### config.mk
export PLATFORM = sky130hd
export DESIGN_NAME = reg_dump_uart_tx
export DESIGN_NICKNAME = d
export VERILOG_FILES = /design/src/rtl/tiny_rv_dbg_pkg.sv /design/src/rtl/uart_tx_byte.sv /design/src/rtl/reg_dump_uart_tx.sv
export SDC_FILE = /design/constraint.sdc
export NUM_CORES = 1
export LEC_CHECK = 0
export CAP_MARGIN = 20
export CORE_AREA = 2 2 77 79
export DETAILED_ROUTE_END_ITERATION = 8
export DIE_AREA = 0 0 79 81
export PLACE_DENSITY = 0.8
export SLEW_MARGIN = 10
export SYNTH_ARGS = -nofsm -noshare
export SYNTH_HDL_FRONTEND = slang
export SYNTH_SLANG_ARGS = --single-unit
### constraint.sdc
create_clock -name clk -period 5.3 [get_ports clk]
set_input_delay 0.53 -clock clk [delete_from_list [all_inputs] [get_ports clk]]
set_output_delay 0.53 -clock clk [all_outputs]
set_load 0.02 [all_outputs]
### src/rtl/tiny_rv_dbg_pkg.sv
// Shared constants for the register-dump debug path: sync byte, UART 8N1
// frame layout, dump FSM state encoding and a byte-select helper.
package tiny_rv_dbg_pkg;

  localparam logic [7:0] SYNC_BYTE_DEF = 8'hA5;

  localparam logic START_BIT  = 1'b0;
  localparam logic STOP_BIT   = 1'b1;
  localparam int   DATA_BITS  = 8;
  localparam int   FRAME_BITS = DATA_BITS + 2;

  typedef enum logic [2:0] {
    ST_IDLE    = 3'd0,
    ST_SYNC    = 3'd1,
    ST_ADDR    = 3'd2,
    ST_CAPTURE = 3'd3,
    ST_SEND    = 3'd4,
    ST_FINISH  = 3'd5
  } dump_state_e;

  // Byte idx of a 32-bit word (idx 3 = most significant byte).
  function automatic logic [7:0] byte_sel(input logic [31:0] word, input logic [1:0] idx);
    return word[{idx, 3'b000} +: 8];
  endfunction

endpackage

### src/rtl/uart_tx_byte.sv
// 8N1 byte serializer. A byte is accepted when valid && ready; ready is high
// only while no frame is in flight. The frame is shifted out of a register
// whose bit 0 drives the line, so tx is always a flop output and idles high.
module uart_tx_byte
  import tiny_rv_dbg_pkg::*;
#(
  parameter int CLKS_PER_BIT = 868
) (
  input  logic       clk,
  input  logic       rst,
  input  logic [7:0] data,
  input  logic       valid,
  output logic       ready,
  output logic       tx
);

  localparam int                 CW        = $clog2(CLKS_PER_BIT);
  localparam logic [CW-1:0]      BAUD_LAST = CW'(CLKS_PER_BIT - 1);
  localparam logic [3:0]         LAST_BIT  = 4'(FRAME_BITS - 1);
  localparam logic [FRAME_BITS-1:0] IDLE_FRAME = {FRAME_BITS{STOP_BIT}};

  logic                  active_q, active_d;
  logic [CW-1:0]         baud_q,   baud_d;
  logic [3:0]            bit_q,    bit_d;
  logic [FRAME_BITS-1:0] frame_q,  frame_d;

  // State registers; reset forces the line high at once, dropping any partial frame.
  always_ff @(posedge clk or negedge rst) begin
    if (!rst) begin
      active_q <= 1'b0;
      baud_q   <= '0;
      bit_q    <= 4'd0;
      frame_q  <= IDLE_FRAME;
    end else begin
      active_q <= active_d;
      baud_q   <= baud_d;
      bit_q    <= bit_d;
      frame_q  <= frame_d;
    end
  end

  // Accept a byte when idle, otherwise time each bit and shift in stop-level ones.
  always_comb begin
    active_d = active_q;
    baud_d   = baud_q;
    bit_d    = bit_q;
    frame_d  = frame_q;
    if (!active_q) begin
      if (valid) begin
        active_d = 1'b1;
        baud_d   = '0;
        bit_d    = 4'd0;
        frame_d  = {STOP_BIT, data, START_BIT};
      end else begin
        frame_d  = IDLE_FRAME;
      end
    end else if (baud_q == BAUD_LAST) begin
      baud_d = '0;
      if (bit_q == LAST_BIT) begin
        active_d = 1'b0;
        frame_d  = IDLE_FRAME;
      end else begin
        bit_d   = bit_q + 4'd1;
        frame_d = {STOP_BIT, frame_q[FRAME_BITS-1:1]};
      end
    end else begin
      baud_d = baud_q + CW'(1);
    end
  end

  assign ready = !active_q;
  assign tx    = frame_q[0];

endmodule

### src/rtl/reg_dump_uart_tx.sv
// Register-file dump over UART: on dump_start, sends the sync byte and then
// NUM_REGS registers (x0 upwards), each as 4 bytes MSB first. Each register is
// read through the debug port with one settle cycle before it is latched.
module reg_dump_uart_tx
  import tiny_rv_dbg_pkg::*;
#(
  parameter int         CLKS_PER_BIT = 868,
  parameter int         NUM_REGS     = 32,
  parameter logic [7:0] SYNC_BYTE    = SYNC_BYTE_DEF
) (
  input  logic        clk,
  input  logic        rst,
  input  logic        dump_start,
  output logic [4:0]  debug_reg_addr,
  input  logic [31:0] debug_reg_data,
  output logic        uart_tx,
  output logic        busy,
  output logic        done
);

  localparam logic [4:0] LAST_IDX = 5'(NUM_REGS - 1);

  dump_state_e state_q, state_d;
  logic [4:0]  idx_q,    idx_d;
  logic [1:0]  cnt_q,    cnt_d;
  logic [31:0] shadow_q, shadow_d;

  logic        ser_valid;
  logic        ser_ready;
  logic [7:0]  ser_data;

  uart_tx_byte #(
    .CLKS_PER_BIT(CLKS_PER_BIT)
  ) u_ser (
    .clk  (clk),
    .rst  (rst),
    .data (ser_data),
    .valid(ser_valid),
    .ready(ser_ready),
    .tx   (uart_tx)
  );

  // FSM state, register index, byte counter and captured register word.
  always_ff @(posedge clk or negedge rst) begin
    if (!rst) begin
      state_q  <= ST_IDLE;
      idx_q    <= 5'd0;
      cnt_q    <= 2'd0;
      shadow_q <= 32'h0000_0000;
    end else begin
      state_q  <= state_d;
      idx_q    <= idx_d;
      cnt_q    <= cnt_d;
      shadow_q <= shadow_d;
    end
  end

  // Next-state logic; dump_start is only looked at in IDLE so requests while busy vanish.
  always_comb begin
    state_d  = state_q;
    idx_d    = idx_q;
    cnt_d    = cnt_q;
    shadow_d = shadow_q;
    case (state_q)
      ST_IDLE: begin
        if (dump_start) state_d = ST_SYNC;
        else            state_d = ST_IDLE;
      end
      ST_SYNC: begin
        if (ser_ready) begin
          state_d = ST_ADDR;
          idx_d   = 5'd0;
        end else begin
          state_d = ST_SYNC;
        end
      end
      ST_ADDR: begin
        state_d = ST_CAPTURE;
      end
      ST_CAPTURE: begin
        shadow_d = debug_reg_data;
        cnt_d    = 2'd3;
        state_d  = ST_SEND;
      end
      ST_SEND: begin
        if (ser_ready) begin
          if (cnt_q == 2'd0) begin
            if (idx_q == LAST_IDX) begin
              state_d = ST_FINISH;
            end else begin
              idx_d   = idx_q + 5'd1;
              state_d = ST_ADDR;
            end
          end else begin
            cnt_d = cnt_q - 2'd1;
          end
        end else begin
          state_d = ST_SEND;
        end
      end
      ST_FINISH: begin
        if (ser_ready) state_d = ST_IDLE;
        else           state_d = ST_FINISH;
      end
      default: begin
        state_d = ST_IDLE;
      end
    endcase
  end

  // Serializer request, status flags; done marks the end of the final stop bit.
  always_comb begin
    ser_valid = 1'b0;
    ser_data  = 8'h00;
    done      = 1'b0;
    case (state_q)
      ST_SYNC: begin
        ser_valid = 1'b1;
        ser_data  = SYNC_BYTE;
      end
      ST_SEND: begin
        ser_valid = 1'b1;
        ser_data  = byte_sel(shadow_q, cnt_q);
      end
      ST_FINISH: begin
        done = ser_ready;
      end
      default: begin
        ser_valid = 1'b0;
      end
    endcase
    busy = (state_q != ST_IDLE) && !done;
  end

  assign debug_reg_addr = idx_q;

endmodule

==> results.json <==
{
  "crit_path_end_kind": "output port",
  "grt_start_max_net_pins": 67,
  "start_kind": "register",
  "finalSetupViolations": 0,
  "hold_buffers": 0,
  "max-slew-margin-rel": 0.4589,
  "dp.cells": 386,
  "die-area_um2": 6399,
  "fin_crit_ps": 2806,
  "io_buffer_count": 42,
  "worst-setup-path-type": "register to output port",
  "postCtsSetupBuffers": 0,
  "worst-r2r-cell-count": 5,
  "vias_per_cell": 5.945,
  "routabilityCongestion": 0.8275,
  "postSynthAreaPerCell_um2": 11.49,
  "track_usage": 0.2145,
  "crit_family": "simple AND/OR/NAND/NOR gates",
  "floorplan.initialDensity": 0.5688,
  "antenna_left": 0,
  "nFillCells": 434,
  "drt-total-wl_mm": 6.383,
  "slowest_stage": "dfrtp_1",
  "maxCapViolCount": 0,
  "firstDrtPassIters": 4,
  "cts_htree_levels": 3,
  "fin_nets": 364,
  "post-route-drc-count": 0,
  "hold_class": "primary input to asynchronous set/reset pin",
  "root_buffer": "clkbuf_8",
  "worstMarginPinSlew_ps": 811.7,
  "rrSetupSlack_ps": 3080,
  "status": "finished clean",
  "core_um2": 5675,
  "slowest_delay_ps": 610,
  "synth_fp_nets": 322,
  "leakage_nw": 1.693,
  "ys_ff_latch": 66,
  "path_max_fanout": 18,
  "hold_violations": 0,
  "async_reset_ff_frac": 1.000,
  "yosys_warnings": 0,
  "ys_top_cells_by_area": "dfrtp_1, mux2_2, dfstp_2",
  "path_cells": "nor2_1, and3_1, clkdlybuf4s50_1",
  "holdWs_ps": 372.9,
  "vdd_drop_max_uv": 186.7,
  "regToRegStartpoint": "u_ser.baud_q[0]$_DFFE_PN0P_",
  "synth_area_leader_cell": "dfrtp_1",
  "rsz0062_at_grt": "false",
  "synth_edf_count": 0,
  "hpwl_mm": 4.335,
  "yosys.cell_types.count": 43,
  "syn_area_um2": 3228,
  "fin_skew_ps": 6.542,
  "clkLatencyLatePin_ps": 330,
  "clkSlewWorstSetupHoldPaths_ps": 70,
  "synth_flop_cell": "dfrtp_1",
  "worstPathArrival_ps": 2280,
  "post_cts_resize_count": 0,
  "clock_path_buffers": 2,
  "synth_seq_area_share": 0.5151,
  "num_rows": 28,
  "antenna_found_initial": 0,
  "ios": 43,
  "fmax_mhz": 356.3,
  "vias": 2390,
  "cts_buffers": 9,
  "timing.rr.end": "u_ser.bit_q[2]$_DFFE_PN0P_",
  "cts_tree": "done",
  "grt-ovfl-total": 0,
  "power_density_nw_per_um2": 273.1,
  "drv_slew": 0,
  "syn_inst": 281,
  "synthToLayoutAreaGrowth_pct": 22.79,
  "wire_per_inst_um": 15.88,
  "grt_pass1_vias": 2300,
  "die_x_um": 79,
  "fin_crit_sh": 0.5295,
  "drt_iter0_drc": 184,
  "synth_top_cell_area_share": 0.4419,
  "crit_buf_inv": 1,
  "antenna_cells": 0,
  "cts.sinks": 66,
  "stdcell_count": 402,
  "grt_pass1_wl_mm": 10.58,
  "tns_ps": 0,
  "die_h_um": 81,
  "critical_path_required_ps": 4770,
  "final_layout_size_suffix_gt1_frac": 0.2232
}
## report_power, final
part / internal, W / switching [W]
combinational: 0.0000355 / 0.0000170
clock: 0.000322 / 0.000186
sequential: 0.000516 / 0.00000595
total: 0.000874 / 0.000209
## how the worst max path moves through the flow
stage	from	end	slack, ps	cells past startpoint
detailed placement	u_ser.active_q$_DFF_PN0_	done	2880	3
global route	u_ser.active_q$_DFF_PN0_	done	2370	3
global placement	u_ser.active_q$_DFF_PN0_	done	2940	3
finish	u_ser.active_q$_DFF_PN0_	done	2490	3
CTS	u_ser.active_q$_DFF_PN0_	done	2510	3
floorplan	debug_reg_addr[0]$_DFFE_PN0P_	debug_reg_addr[3]$_DFFE_PN0P_	3350	8
## sequential cells by signal, indices dropped and copies added (netlist names)
signal          flops
u_ser.active_q      1
shadow_q           32
u_ser.baud_q       10
debug_reg_addr      5
u_ser.bit_q         4
state_q             3
cnt_q               2
u_ser.frame_q       9
## routing by layer
layer  global-route usage  part of all wire  wire length, um
met4               0.1017            0.0085               54
met3              0.04333             0.043              272
met5                    0                 0                0
met2               0.3415              0.49             3097
met1               0.2854              0.46             2958
## Yosys cell counts (4+ instances only)
library cell	number
nand2b_1	6
clkbuf_1	12
a31oi_1	6
a21oi_1	15
nor3_1	5
ha_1	6
a41oi_1	5
o21ai_0	19
dfstp_2	9
inv_1	8
dfrtp_1	57
nor2_1	17
nand4_1	4
and3_1	4
mux4_2	8
nand2_1	21
nand3_1	5
mux2_2	33
## area by class of cell
| cell class | count | area (um2) | share of cell area |
|---|---|---|---|
| clock buffers | 10 | 137.6 | 0.03472 |
| multi-input cells | 192 | 1488 | 0.3753 |
| repair buffers | 46 | 449.2 | 0.1133 |
| clock inverters | 5 | 102.6 | 0.02588 |
| inverters | 8 | 30.03 | 0.007576 |
| well taps | 75 | 93.84 | 0.02367 |
| flip-flops and latches | 66 | 1663 | 0.4195 |
## cell families (layout without fill, tap and decap cells)
kind of cell	after synthesis	count (layout)	synth area share
buf+inv	23	69	0.02752
mux	44	44	0.1802
xor+xnor	1	1	0.002714
compound gates	66	66	0.1341
flops	66	66	0.5151
fa+ha+maj	6	6	0.02326
simple gates	75	75	0.1171
## stage by stage
| step | util | setup slack (ps) | power (W) | instance area (um2) |
|---|---|---|---|---|
| 3_5_place_dp | 0.6541 | 2878 | 0.0005848 | 3712 |
| 6_report | 0.6984 | 2494 | 0.001083 | 3964 |
| 4_1_cts | 0.6964 | 2508 | 0.001094 | 3953 |
| 5_1_grt | 0.6984 | 2372 | 0.001116 | 3964 |
| 2_1_floorplan | - | 3348 | 0.0005456 | 3228 |
| 3_3_place_gp | 0.6541 | 2943 | 0.0005829 | 3712 |
## layout by cell type, fill, tap and decap left out, drive strengths merged, types with 2 or more instances in the layout
master | Yosys | layout
dfstp | 9 | 9
nand2 | 21 | 21
mux2i | 3 | 3
a41oi | 5 | 5
mux2 | 33 | 33
clkbuf | 12 | 10
buf | 3 | 5
bufinv | 0 | 3
dfrtp | 57 | 57
a21o | 3 | 3
and3 | 4 | 4
clkdlybuf4s50 | 0 | 41
a211o | 2 | 2
o22ai | 3 | 3
a21oi | 15 | 15
nor3 | 5 | 5
nand2b | 6 | 6
nor2b | 2 | 2
o21ai | 19 | 19
a22o | 3 | 3
nand4 | 4 | 4
nor4 | 3 | 3
o31ai | 3 | 3
ha | 6 | 6
nand3 | 5 | 5
or4 | 2 | 2
mux4 | 8 | 8
a31oi | 6 | 6
or3 | 2 | 2
nor2 | 17 | 17
inv | 8 | 8
## worst reg2reg max path: cells and delay by family, from the launching register on
family | cells | cell delay, ps
simple gates | 2 | 680
fa+ha+maj | 1 | 250
flops | 1 | 420
compound gates | 2 | 800
Note: power is estimated with default switching activity, not from simulation.
